### src/rtl/fetch_pkg.sv
// Shared types and constants for the instruction fetch stage.
package fetch_pkg;

  localparam int XLEN = 32;
  localparam int ILEN = 32;
  localparam logic [XLEN-1:0] PC_STEP = 32'd4;

  typedef struct packed {
    logic [XLEN-1:0] pc;
    logic [ILEN-1:0] instr;
  } fetch_entry_t;

  function automatic logic [XLEN-1:0] align_pc(
    input logic [XLEN-1:0] pc
  );
    return {pc[XLEN-1:2], 2'b00};
  endfunction

endpackage

### src/rtl/fetch_fifo.sv
// Synchronous FIFO of fetch entries with flush and occupancy count.
// DEPTH must be a power of two.
module fetch_fifo
  import fetch_pkg::*;
#(
  parameter int DEPTH = 4
) (
  input  logic                     clk,
  input  logic                     rst_n,
  input  logic                     flush,
  input  logic                     push,
  input  fetch_entry_t             wdata,
  input  logic                     pop,
  output fetch_entry_t             head,
  output logic [$clog2(DEPTH):0]   count
);

  localparam int AW = $clog2(DEPTH);
  localparam int CW = AW + 1;

  fetch_entry_t   mem [DEPTH];
  logic [AW-1:0]  wr_ptr;
  logic [AW-1:0]  rd_ptr;
  logic [CW-1:0]  cnt;

  always_ff @(posedge clk) begin
    if (!rst_n) begin
      wr_ptr <= '0;
      rd_ptr <= '0;
      cnt    <= '0;
    end else if (flush) begin
      wr_ptr <= '0;
      rd_ptr <= '0;
      cnt    <= '0;
    end else begin
      if (push) wr_ptr <= wr_ptr + 1'b1;
      if (pop)  rd_ptr <= rd_ptr + 1'b1;
      cnt <= cnt + CW'(push) - CW'(pop);
    end
  end

  always_ff @(posedge clk) begin
    if (push && !flush) mem[wr_ptr] <= wdata;
  end

  assign head  = mem[rd_ptr];
  assign count = cnt;

endmodule

### src/rtl/fetch_stage.sv
// Instruction fetch stage: credit-limited imem requests, in-order responses.
// Optional perf counters enabled by FETCH_STAGE_PERF_EN.
module fetch_stage
  import fetch_pkg::*;
#(
  parameter logic [31:0] RESET_PC  = 32'h0000_0000,
  parameter int          BUF_DEPTH = 4
) (
  input  logic        clk,
  input  logic        rst_n,
  output logic        imem_req_valid,
  output logic [31:0] imem_req_addr,
  input  logic        imem_req_ready,
  input  logic        imem_rsp_valid,
  input  logic [31:0] imem_rsp_data,
  input  logic        redirect_valid,
  input  logic [31:0] redirect_pc,
  output logic        if_valid,
  output logic [31:0] if_instr,
  output logic [31:0] if_pc,
  input  logic        if_ready
`ifdef FETCH_STAGE_PERF_EN
  ,
  output logic [31:0] perf_fetch_cnt,
  output logic [31:0] perf_stall_cnt
`endif
);

  localparam int CW = $clog2(BUF_DEPTH) + 1;

  logic            run;
  logic [XLEN-1:0] fetch_pc;
  logic [CW-1:0]   drop_cnt;
  logic [CW-1:0]   drop_nxt;
  logic [CW-1:0]   unret;
  logic [CW-1:0]   occ;
  logic [CW-1:0]   outs;
  logic [CW:0]     inflight;
  logic            req_fire;
  logic            rsp_take;
  logic            rsp_drop;
  logic            deq;

  fetch_entry_t pcq_in;
  fetch_entry_t pcq_head;
  fetch_entry_t obuf_in;
  fetch_entry_t obuf_head;

  // Dropped responses still occupy imem, so they consume credit.
  assign inflight = {1'b0, occ} + {1'b0, outs} + {1'b0, drop_cnt};

  assign imem_req_valid = run && !redirect_valid
                       && (inflight < (CW+1)'(BUF_DEPTH));
  assign imem_req_addr  = fetch_pc;
  assign req_fire       = imem_req_valid && imem_req_ready;

  assign rsp_drop = run && imem_rsp_valid && (drop_cnt != '0);
  assign rsp_take = run && imem_rsp_valid && (drop_cnt == '0)
                 && !redirect_valid && (outs != '0);

  assign if_valid = run && (occ != '0);
  assign if_pc    = obuf_head.pc;
  assign if_instr = obuf_head.instr;
  assign deq      = if_valid && if_ready;

  always_comb begin
    pcq_in       = '0;
    pcq_in.pc    = fetch_pc;
    obuf_in      = pcq_head;
    obuf_in.instr = imem_rsp_data;
  end

  fetch_fifo #(.DEPTH(BUF_DEPTH)) u_pcq (
    .clk   (clk),
    .rst_n (rst_n),
    .flush (redirect_valid),
    .push  (req_fire),
    .wdata (pcq_in),
    .pop   (rsp_take),
    .head  (pcq_head),
    .count (outs)
  );

  fetch_fifo #(.DEPTH(BUF_DEPTH)) u_obuf (
    .clk   (clk),
    .rst_n (rst_n),
    .flush (redirect_valid),
    .push  (rsp_take),
    .wdata (obuf_in),
    .pop   (deq),
    .head  (obuf_head),
    .count (occ)
  );

  // A response arriving with the redirect retires the oldest unreturned one.
  always_comb begin
    unret    = drop_cnt + outs;
    drop_nxt = drop_cnt;
    if (redirect_valid) begin
      if (run && imem_rsp_valid && (unret != '0)) begin
        drop_nxt = unret - 1'b1;
      end else begin
        drop_nxt = unret;
      end
    end else if (rsp_drop) begin
      drop_nxt = drop_cnt - 1'b1;
    end
  end

  always_ff @(posedge clk) begin
    if (!rst_n) begin
      run      <= 1'b0;
      fetch_pc <= align_pc(RESET_PC);
      drop_cnt <= '0;
    end else begin
      run      <= 1'b1;
      drop_cnt <= drop_nxt;
      if (redirect_valid) begin
        fetch_pc <= align_pc(redirect_pc);
      end else if (req_fire) begin
        fetch_pc <= fetch_pc + PC_STEP;
      end
    end
  end

`ifdef FETCH_STAGE_PERF_EN
  always_ff @(posedge clk) begin
    if (!rst_n) begin
      perf_fetch_cnt <= '0;
      perf_stall_cnt <= '0;
    end else begin
      if (deq) perf_fetch_cnt <= perf_fetch_cnt + 1'b1;
      if (if_valid && !if_ready) begin
        perf_stall_cnt <= perf_stall_cnt + 1'b1;
      end
    end
  end
`endif

endmodule

### config.mk
export PLATFORM = sky130hd
export DESIGN_NAME = fetch_stage
export DESIGN_NICKNAME = d
export VERILOG_FILES = /design/src/rtl/fetch_pkg.sv /design/src/rtl/fetch_fifo.sv /design/src/rtl/fetch_stage.sv
export SDC_FILE = /design/constraint.sdc
export NUM_CORES = 1
export LEC_CHECK = 0
export BUFFER_PORTS_ARGS = -buffer_cell sky130_fd_sc_hd__buf_2
export CAP_MARGIN = 20
export CORE_ASPECT_RATIO = 1.75
export CORE_UTILIZATION = 51
export DETAILED_ROUTE_END_ITERATION = 6
export GPL_TIMING_DRIVEN = 0
export PLACE_DENSITY = 0.68
export SYNTH_ARGS = -nofsm -noshare
export SYNTH_HDL_FRONTEND = slang
export SYNTH_SLANG_ARGS = --single-unit
### constraint.sdc
create_clock -name clk -period 4.2 [get_ports clk]
set_input_delay 0.42 -clock clk [delete_from_list [all_inputs] [get_ports clk]]
set_output_delay 0.42 -clock clk [all_outputs]
set_load 0.05 [all_outputs]
* After elaboration in Yosys (flattened, before gate mapping)
Memories as Yosys holds them, arrays and structs flattened. A register that Yosys moved wholly into a read port is not among the register bits.
Index checks and enable logic that the tools add are counted.
** Cells by class
- $add $sub $neg :: 14
- Multiply operators :: 0
- Divide/modulo/power cells :: 0
- Order comparisons :: 1
- Eq/ne operators :: 0
- Shifts and indexed selects :: 0
- Mux-type cells :: 14
- Bitwise operators :: 1
- Reductions and logical operators :: 22
** Operator list (count)
- $mux 32 :: 2
- $add 32x3->32 const B :: 1
- $logic_and 1x1->1 :: 13
- $reduce_bool 3->1 :: 4
- $mux 3 :: 3
- $add 2x1->2 const B :: 4
- $mux 2 :: 4
- $add 3x1->3 :: 2
- $sub 3x1->3 :: 2
- $sub 3x1->3 const B :: 2
- $mux 1 :: 5
- $add 3x3->4 :: 1
- $add 4x3->4 :: 1
- $lt 4x3->1 const B :: 1
- $reduce_bool 2->1 :: 2
- $add 3x3->3 :: 1
- $logic_not 3->1 :: 1
- $reduce_or 2->1 :: 1
- $logic_not 1->1 :: 1
- $not 1->1 :: 1
** Storage, ports and cells
- Register bits :: 50
- Latch bits :: 0
- RAM bits :: 384
- Memory bits (read-only) :: 0
- Input port bits :: 70
- Output and inout bits :: 98
- Word-level logic and storage cells :: 64
- Memories :: 2
** Memories
- u_obuf.mem :: depth 4, width 64, rd ports 1, clocked after Yosys merged registers in 1, write ports 1, RTL line fetch_fifo.sv:21 : fetch_entry_t mem [DEPTH];
- u_pcq.mem :: depth 4, width 32, rd ports 1, clocked after Yosys merged registers in 1, write ports 1, RTL line fetch_fifo.sv:21

* Depth between registers and ports, before layout
Gate-level depths: netlist (run 1).
- Depth in word-level cells :: 8
- Depth in mapped cells :: 13
- Gate-level depth less buffers :: 11

* Hierarchy
Synthesis (run 1) repeated with hierarchy kept, for this count alone.
** Unflattened totals
- Cells, all modules :: 1061
- Area total of the unflattened synthesis :: 21834.7 µm²
** Modules (own cells, without submodules)
- fetch_fifo :: times used 2, cells each 379, area each 9756.9 µm², sequential area each 7867.5 µm²
- fetch_stage :: times used 1, cells each 303, area each 2321.0 µm², sequential area each 680.7 µm²

* Worst setup path after synthesis (run 1)
OpenSTA, ideal clock, no wires.
- Kind :: register to register
- Start point :: reg u_obuf.cnt[1], in the netlist u_obuf.count[1]
- End point :: mem u_pcq.mem[0][10] in the netlist's numbering, enable pin
- Setup time :: 0.390 ns
- Arrival :: 3.174 ns
- Data required time :: 3.810 ns
- Setup slack :: 0.637 ns
- Stages on the path, launching flop included :: 11
- Buffers on the path :: 2
- Period minus slack after synthesis :: 3.563 ns
- Path through :: dfxtp_1 > inv_1 > fa_1 > or2_2 > fa_1 > xor2_1 > nand4_1 > inv_1 > buf_2 > buf_2 > and2_1
** On the way
- Word-level cells in the longest chain between the ends :: 8
** Ends and longest elaborated chain
- start: declaration :: RTL line fetch_fifo.sv:24 : logic [CW-1:0] cnt;
- start signal: assignment :: RTL line fetch_fifo.sv:38 : cnt <= cnt + CW'(push) - CW'(pop);
- $add 3x3->4 :: RTL line fetch_stage.sv:50 : assign inflight = {1'b0, occ} + {1'b0, outs} + {1'b0, drop_cnt};
- $add 4x3->4 :: RTL line fetch_stage.sv:50
- $lt 4x3->1 :: RTL line fetch_stage.sv:53 : && (inflight < (CW+1)'(BUF_DEPTH));
- $logic_and 1x1->1 :: RTL line fetch_stage.sv:53
- $logic_and 1x1->1 :: RTL line fetch_stage.sv:55 : assign req_fire = imem_req_valid && imem_req_ready;
- $logic_and 1x1->1 :: RTL line fetch_fifo.sv:43 : if (push && !flush) mem[wr_ptr] <= wdata;
- $mux 1 :: RTL line fetch_fifo.sv:43
- $mux 1 (implied by the code) :: RTL line fetch_fifo.sv:43
- end: declaration :: RTL line fetch_fifo.sv:21
No other way between the ends.

* Worst setup path after layout (run 1)
- Start point :: reg u_obuf.cnt[1], in the netlist u_obuf.count[1]
- End point :: mem u_pcq.mem[3][2] in the netlist's numbering, enable pin
Same word-level chain as after synthesis.

==> flow_summary.json, run 1 <==
{
  "stdcell_area_um2": 18800,
  "cts_tree": "yes",
  "vias": 8326,
  "routed_wl_mm": 31.4,
  "io_pins": 168,
  "first_pass_iters": 5,
  "worst_clock_skew_ps": 16.9,
  "final_layout_size_suffix_gt1_frac": 0.315,
  "synthToLayoutAreaGrowth_pct": 15.4,
  "dr_wl_met2_mm": 17.1,
  "fin_util": 0.597,
  "cts-htree-levels": 2,
  "synth_top_cell_area_share": 0.677,
  "numCtsBuffers": 36,
  "yosysMostFrequentCell": "edfxtp_1",
  "avgSynthCellArea_um2": 19.3,
  "cp-end-kind": "flop",
  "synthArstFlopShare": 0,
  "wl_per_cell_um": 21.4,
  "p_leak_uw": 0.00627,
  "slew_violations": 0,
  "cts_setup_buffers": 0,
  "fin_nets": 1148,
  "portBuffers": 160,
  "irDropWorstVdd_uv": 340,
  "ant_nets": 0,
  "synth_flop_cell": "edfxtp_1",
  "fp.coreArea_um2": 31500,
  "antenna_found_initial": 0,
  "setup_viol": 0,
  "hold_path_class": "input port to flop",
  "gp_congestion": 0.882,
  "clockBufferDepth": 3,
  "fp-row-count": 86,
  "clkTransAtPathRegs_ps": 70,
  "placed_cells": 1411,
  "place_area_um2": 17800,
  "synth_edf_count": 368,
  "finalCritPeriodShare": 0.976,
  "worstSetupPathType": "flop to flop",
  "fillers": 2343,
  "ys_ff_latch": 420,
  "numClockSinks": 420,
  "tightest_slew_ps": 827,
  "die_w_um": 137,
  "max_freq_mhz": 244,
  "dr_wl_met3_mm": 1.32,
  "cp.arrival_ps": 4240,
  "post-place-ws_ps": 31.2,
  "dr.max_layer_used": "met4",
  "maxCapViolCount": 0,
  "fin_cells": 1469,
  "netlist_instances": 847,
  "grt_pass1_wl_mm": 48.6,
  "gr-total-overflow": 0,
  "hold_violations": 0,
  "wl_met1_mm": 11.9,
  "final.min_clock_period_ps": 4100,
  "grt_pass1_vias": 8709,
  "setup_slack_ps": 103,
  "hpwl_mm": 20.8,
  "required_ps": 4340,
  "crit_fanout": 30,
  "status": "finished, final reports clean",
  "synthTopCellsByArea": "edfxtp_1 (68%), mux4_2 (13%), dfxtp_1 (6.4%)",
  "grt_max_degree": 44,
  "synth_area_um2": 16300,
  "clkLatencyLatePin_ps": 530,
  "via_per_inst": 5.67,
  "ctsRootBufferMaster": "clkbuf_16",
  "ys_seq_area_frac": 0.741,
  "cp-start-kind": "flop",
  "rsz0062_at_grt": "yes",
  "maxSlewHeadroom": 0.449,
  "synth_top_cell_by_area": "edfxtp_1",
  "synth_cell_types": 49,
  "synth_warnings": 0,
  "num_antenna_cells": 0,
  "track_usage": 0.201,
  "pwr_density_cell_nw_per_um2": 428,
  "drc": 0,
  "die_height_um": 239,
  "initial_core_util": 0.518,
  "netlist_top_cells_count": "edfxtp_1 (368), mux4_2 (92), dfxtp_1 (52)",
  "die_area_um2": 32700,
  "dr.first_iter.drc_count": 438
}
==> area by class of cell <==
| class | instances | area (um^2) | share of cell area |
|---|---|---|---|
| Clock inverter | 12 | 116 | 0.00618 |
| Tap cell | 396 | 495 | 0.0263 |
| Inverter | 22 | 82.6 | 0.00438 |
| Multi-Input combinational cell | 366 | 3970 | 0.211 |
| Timing Repair Buffer | 165 | 918 | 0.0488 |
| Sequential cell | 420 | 12100 | 0.642 |
| Buffer | 42 | 195 | 0.0104 |
| Clock buffer | 46 | 960 | 0.0510 |
==> routing by layer <==
layer | up-vias | track usage
li1 | 3788 | -
met1 | 4233 | 0.232
met2 | 243 | 0.368
met3 | 62 | 0.0284
met4 | 0 | 0.0852
met5 | - | 0
==> registers in the layout, indices dropped and copies added, names as in the netlist, named ones only <==
signal         count
u_pcq.mem        120
imem_req_addr     30
drop_cnt           3
u_pcq.count        3
run                1
u_pcq.wr_ptr       2
u_obuf.rd_ptr      2
u_pcq.rd_ptr       2
u_obuf.wr_ptr      2
u_obuf.count       3
u_obuf.mem       248
==> worst paths after layout <==
path | startpoint | end | slack (ps) | cells after the start
worst max-delay path | u_obuf.count[1] | u_pcq.mem[3][2] | 100 | 10
worst min-delay path | rst_n | run | 90 | 1
worst max register to register | u_obuf.count[1] | u_pcq.mem[3][2] | 100 | 10
worst min register to register | u_pcq.wr_ptr[1] | u_pcq.wr_ptr[1] | 510 | 2
==> where the power goes <==
part | switching (uW) | total (uW) | internal [uW]
registers | 59.3 | 4620 | 4560
logic | 205 | 305 | 99.4
clock network | 1400 | 3140 | 1740
==> layout by cell type (no fill, tap or decap), types with 5 or more instances in the layout <==
| cell | synthesis | routed |
|---|---|---|
| a2bb2oi_1 | 5 | 5 |
| clkbuf_16 | 0 | 37 |
| dfxtp_1 | 52 | 52 |
| nand2_1 | 33 | 33 |
| mux4_2 | 92 | 92 |
| fa_1 | 6 | 6 |
| xnor2_1 | 20 | 20 |
| inv_1 | 22 | 22 |
| buf_4 | 4 | 5 |
| and3_1 | 12 | 12 |
| edfxtp_1 | 368 | 368 |
| nor3_1 | 8 | 8 |
| ha_1 | 19 | 19 |
| o21ai_0 | 17 | 17 |
| buf_2 | 12 | 172 |
| a21oi_1 | 21 | 21 |
| and2_4 | 0 | 5 |
| nand4_1 | 9 | 9 |
| o22ai_1 | 5 | 5 |
| nor2_1 | 25 | 25 |
| nor4_1 | 5 | 5 |
| xor2_1 | 14 | 14 |
| clkbuf_1 | 24 | 33 |
| nand3_1 | 21 | 21 |
==> critical path, stage by stage (launching register included) <==
cell and delay, ps:
dfxtp_1 410, inv_1 110, fa_1 450, or2_2 310, fa_1 380, xor2_1 330, nand4_1 320, inv_1 140
buf_2 240, buf_2 280, and2_2 730
==> logic make-up after synthesis <==
kind of cell | after synthesis | synth area share
flops | 420 | 0.741
simple gates | 137 | 0.0439
mux | 97 | 0.130
compound gates | 69 | 0.0273
buf+inv | 64 | 0.0170
xor+xnor | 34 | 0.0183
fa+ha+maj | 25 | 0.0219
other cells | 1 | 0.000230
==> repair_timing <==
action / CTS / global route
resized for setup: 0 / 1
endpoints found under the setup margin: 0 / 120
hold buffers: 0 / 0
==> per-stage QoR <==
step	total power [uW]	hold WS, ps	TNS, ps
global placement	5010	490	-233730
CTS	8140	70.4	0
global route	8310	65.2	-9110
floorplan	4890	448	0
finish	8060	88.2	0
detailed placement	5020	497	0
Power figures use the tool's default switching activity.
==> run 2, diff against run 1 <==
ABC_AREA = 1   (was unset)
PLACE_DENSITY = 0.67   (was 0.68)
==> run 2 against run 1 <==
Clock skew about the same. Worst hold slack improved by 23 ps. Cell count up 43%. Count of clock-buffer cells in the layout up 2. Synthesized cell count up 71%. Clock power grew 9.9%. Utilization grew 1.0 points. Setup slack better by 470 ps.
==> flow_summary.json, run 2 <==
{
  "synth_cell_types": 40,
  "dr_wl_met3_mm": 1.59,
  "synthToLayoutAreaGrowth_pct": 16.9,
  "final_common_cell": "edfxtp_1",
  "largest_reg_flops": 248,
  "ys_ff_latch": 420,
  "synth_flop_cell": "edfxtp_1",
  "ant_nets": 0,
  "num_antenna_cells": 0,
  "numClockSinks": 420,
  "clkLatencyLatePin_ps": 520,
  "synth_edf_count": 368,
  "p_clk_frac": 0.410,
  "cp.arrival_ps": 3850,
  "clockBufferDepth": 3,
  "fin_nets": 1761,
  "gp_congestion": 0.876,
  "p_int_uw": 6670,
  "gr-total-overflow": 0,
  "routed_wl_mm": 39.6,
  "final_cell_mix": "edfxtp_1 (368), nor2_1 (234), o21ai_0 (196)",
  "via_per_inst": 5.51,
  "cts_setup_buffers": 0,
  "dr.first_iter.drc_count": 571,
  "ys_seq_area_frac": 0.704,
  "synth_top_cell_by_area": "edfxtp_1",
  "avgSynthCellArea_um2": 11.8,
  "maxSlewHeadroom": 0.390,
  "antenna_found_initial": 0,
  "track_usage": 0.231,
  "fp-row-count": 88,
  "irDropWorstVdd_uv": 281,
  "seq_area_um2": 12100,
  "wl_per_cell_um": 18.9,
  "die_area_um2": 34400,
  "worstSetupPathType": "flop to flop",
  "netlist_top_cells_count": "edfxtp_1 (368), nor2_1 (242), o21ai_0 (196)",
  "portBuffers": 161,
  "swShare": 0.206,
  "dr.max_layer_used": "met4",
  "multi_input_area_um2": 4450,
  "reg2reg_slack_ps": 570,
  "final_layout_size_suffix_gt1_frac": 0.173,
  "crit_fanout": 16,
  "cp-end-kind": "flop",
  "finalCritPeriodShare": 0.864,
  "fin_util": 0.607,
  "synth_area_um2": 17200,
  "synthTopCellsByArea": "edfxtp_1 (64%), dfxtp_1 (6.1%), o21ai_0 (5.7%)",
  "rsz0062_at_grt": "no",
  "synthArstFlopShare": 0,
  "synth_warnings": 0,
  "ctsRootBufferMaster": "clkbuf_16",
  "grt_pass1_wl_mm": 60.7,
  "numCtsBuffers": 37,
  "hold_path_class": "input port to flop",
  "grt_pass1_vias": 11500,
  "die_height_um": 245,
  "clkTransAtPathRegs_ps": 70,
  "tightest_slew_ps": 913,
  "wl_met1_mm": 15.0,
  "cts-htree-levels": 2,
  "p_seq_frac": 0.551,
  "final.min_clock_period_ps": 3630,
  "fillers": 2630,
  "comb_power_share": 0.039,
  "ctsHoldBuffers": 0,
  "required_ps": 4420,
  "status": "finished, final reports clean",
  "yosysMostFrequentCell": "edfxtp_1",
  "maxCapViolCount": 0,
  "initial_core_util": 0.520,
  "ctsResizeCount": 0,
  "worst_clock_skew_ps": 16.9,
  "max_freq_mhz": 276,
  "io_pins": 168,
  "hpwl_mm": 26.9,
  "hold_slack_ps": 111,
  "dr_wl_met2_mm": 21.8,
  "netlist_instances": 1451,
  "drc": 0,
  "p_leak_uw": 0.00718,
  "setup_viol": 0,
  "p_total_uw": 8400,
  "pwr_density_cell_nw_per_um2": 419,
  "die_w_um": 141,
  "cp-start-kind": "flop",
  "slew_violations": 0,
  "first_pass_iters": 5,
  "setup_tns_ps": 0,
  "synth_top_cell_area_share": 0.644,
  "cts_tree": "yes",
  "power_switching_uw": 1730,
  "top_register": "u_obuf.mem",
  "grt_max_degree": 28,
  "vias": 11600,
  "fp.coreArea_um2": 33000,
  "hold_violations": 0
}
==> run 2: critical path: stages (launching register included) <==
cell      delay (ps)
dfxtp_1          340
inv_1            180
fa_1             440
or2_2            310
fa_1             490
nand2_1           70
nor2_2           150
nand3_4          180
clkbuf_1         360
nor2_4           560
buf_16           230
==> run 2: cells by family (layout without fill, tap and decap cells) <==
| logic type | Yosys count | count (layout) | synth area share |
|---|---|---|---|
| buffers and inverters | 170 | 408 | 0.0405 |
| AOI/OAI and AO/OA | 342 | 342 | 0.108 |
| DFF | 420 | 420 | 0.704 |
| xor gates and xnor gates | 12 | 12 | 0.00656 |
| and+or+nand+nor | 480 | 480 | 0.119 |
| muxes | 1 | 1 | 0.000583 |
| other | 1 | 4 | 0.000218 |
| adders and majority gates | 25 | 25 | 0.0208 |
==> run 2: cell type report <==
class | count | area share
clock buffer | 48 | 0.0502
sequential | 420 | 0.603
multi-input combinational | 864 | 0.222
buffer | 77 | 0.0172
inverter | 93 | 0.0175
tap | 405 | 0.0253
clock inverter | 17 | 0.0109
timing repair buffer | 173 | 0.0544
==> run 2: worst paths after layout <==
check / cells after the start / to / start
min reg2reg: 1 / u_obuf.rd_ptr[0] / u_obuf.rd_ptr[0]
max: 10 / u_pcq.mem[1][10] / u_pcq.count[1]
min: 1 / u_obuf.mem[3][27] / imem_rsp_data[27]
max reg2reg: 10 / u_pcq.mem[1][10] / u_pcq.count[1]
==> run 2: routing by layer <==
layer	vias up	GRT usage
met3	78	0.0279
met2	341	0.443
met4	0	0.0953
met1	5579	0.256
li1	5559	-
met5	-	0
==> run 2: power by group through the flow <==
| stage | sequential (uW) | clock (uW) | combinational (uW) |
|---|---|---|---|
| 2_1_floorplan | 4760 | 0 | 154 |
| 3_3_place_gp | 4720 | 0 | 312 |
| 3_5_place_dp | 4720 | 0 | 325 |
| 4_1_cts | 4630 | 3500 | 326 |
| 5_1_grt | 4630 | 3650 | 359 |
| 6_report | 4630 | 3450 | 325 |
==> run 2: metrics by stage <==
stage / instance area, um^2 / instances / setup WS, ps
CTS: 20100 / 2097 / 517
global route: 20100 / 2097 / 345
floorplan: 17200 / 1454 / 155
detailed placement: 18800 / 2032 / 533
finish: 20100 / 2097 / 570
global placement: 18500 / 2020 / -2270
==> run 3, diff against run 2 <==
CAP_MARGIN = 40   (was 20)
CTS_BUF_LIST = sky130_fd_sc_hd__clkbuf_16   (was unset)
==> run 3 against run 2 <==
Largest cell class unchanged. Power shrank 1.3%. Design area shrank 0.12%. Largest power group unchanged. Cell count is the same. Count of clock-buffer cells in the layout shrank 11. First-iteration DRC count grew 1.1%.
==> flow_summary.json, run 3 (synthesis gave the netlist of run 2 again) <==
{
  "crit_slowest_cell": "nor2_4",
  "portBuffers": 161,
  "crit_buf_inv": 3,
  "cts_tree": "yes",
  "routed_wl_mm": 39.6,
  "final_layout_size_suffix_gt1_frac": 0.170,
  "cts_setup_buffers": 0,
  "clkLatencyLatePin_ps": 520,
  "track_usage": 0.229,
  "grt_pass1_vias": 11300,
  "die_area_um2": 34400,
  "irDropWorstVdd_uv": 255,
  "cp_top_family": "simple AND/OR/NAND/NOR gates",
  "final.min_clock_period_ps": 3610,
  "slew_violations": 0,
  "maxCapViolCount": 0,
  "antenna_found_initial": 0,
  "ctsHoldBuffers": 0,
  "cp.arrival_ps": 3830,
  "hpwl_mm": 27.0,
  "multi_input_area_um2": 4450,
  "final_common_cell": "edfxtp_1",
  "final_cell_mix": "edfxtp_1 (368), nor2_1 (234), o21ai_0 (196)",
  "num_antenna_cells": 0,
  "first_pass_iters": 5,
  "critical-path-max-stage-delay_ps": 560,
  "p_leak_uw": 0.00720,
  "ant_nets": 0,
  "fp-row-count": 88,
  "ctsRootBufferMaster": "clkbuf_16",
  "crit_chain": "inv_1 > fa_1 > or2_2 > fa_1 > nand2_1 > nor2_2 > nand3_4 > clkbuf_1 > nor2_4 > buf_16",
  "setup_viol": 0,
  "seq_area_um2": 12100,
  "numClockSinks": 420,
  "initial_core_util": 0.520,
  "numCtsBuffers": 37,
  "cts-htree-levels": 2,
  "finalCritPeriodShare": 0.860,
  "synthToLayoutAreaGrowth_pct": 16.7,
  "fin_cells": 2097,
  "gr-total-overflow": 0,
  "tightest_slew_ps": 800,
  "fillers": 2589,
  "grt_max_degree": 26,
  "grt_pass1_wl_mm": 60.2,
  "drc": 0,
  "ctsResizeCount": 0,
  "required_ps": 4420,
  "dr.first_iter.drc_count": 577,
  "wl_per_cell_um": 18.9,
  "gp_congestion": 0.876,
  "status": "finished, final reports clean",
  "crit_fanout": 16,
  "hold_violations": 0,
  "largest_reg_flops": 248,
  "stdcell_area_um2": 20000,
  "worst_clock_skew_ps": 14.9,
  "top_register": "u_obuf.mem",
  "max_freq_mhz": 277,
  "fin_nets": 1762,
  "worstSetupPathType": "flop to flop",
  "place_area_um2": 18900,
  "rsz0062_at_grt": "no",
  "placed_cells": 2033,
  "vias": 11500,
  "hold_path_class": "input port to flop",
  "fp.coreArea_um2": 33000,
  "clkTransAtPathRegs_ps": 70,
  "pwr_density_cell_nw_per_um2": 414,
  "maxSlewHeadroom": 0.465,
  "crit_path_frequent_cell": "fa_1",
  "cp-end-kind": "flop",
  "via_per_inst": 5.49,
  "clockBufferDepth": 3,
  "die_height_um": 245,
  "io_pins": 168,
  "cp-start-kind": "flop",
  "die_w_um": 141
}
run 3: layout make-up:
type                       count  share of cell area
multi-input combinational    864               0.222
timing repair buffer         174              0.0558
inverter                      93              0.0175
sequential                   420               0.604
buffer                        77              0.0172
tap                          405              0.0253
clock inverter                27              0.0123
clock buffer                  37              0.0462
run 3: path summary, 6_finish.rpt:
path,to,from,depth (start not counted),slack [ps]
setup / recovery,u_pcq.mem[1][5],u_pcq.count[1],10,590
hold / removal,u_obuf.mem[0][27],imem_rsp_data[27],1,110
setup reg to reg,u_pcq.mem[1][5],u_pcq.count[1],10,590
hold reg to reg,u_pcq.rd_ptr[1],u_pcq.rd_ptr[1],2,490
run 3: through the flow:
stage                     setup TNS [ps]  total power [uW]  utilization  setup slack (ps)  hold WS [ps]
after floorplan                        0              4910            -               155           433
after global placement           -659920              5030        0.560             -2270           449
after detailed placement               0              5040        0.571               556           477
after CTS                              0              8340        0.607               533          86.2
after global routing                   0              8530        0.607               362          93.6
final                                  0              8290        0.607               586           111
run 3: power by group:
part           switching [uW]  internal [uW]  total (uW)
registers                62.4           4560        4630
clock network            1430           1910        3340
logic                     224            100         324
run 3: worst register-to-register path, stage by stage, from the launching register on:
cell      delay, ps
dfxtp_1         330
inv_1           180
fa_1            430
or2_2           310
fa_1            490
nand2_1          80
nor2_2          150
nand3_4         180
clkbuf_1        360
nor2_4          570
buf_16          230
run 3: routing by layer:
metal	global-route usage	up-vias	share of wire
li1	-	5559	-
met1	0.254	5569	0.38
met2	0.439	304	0.55
met3	0.0263	71	0.039
met4	0.0927	0	0.032
met5	0	-	0
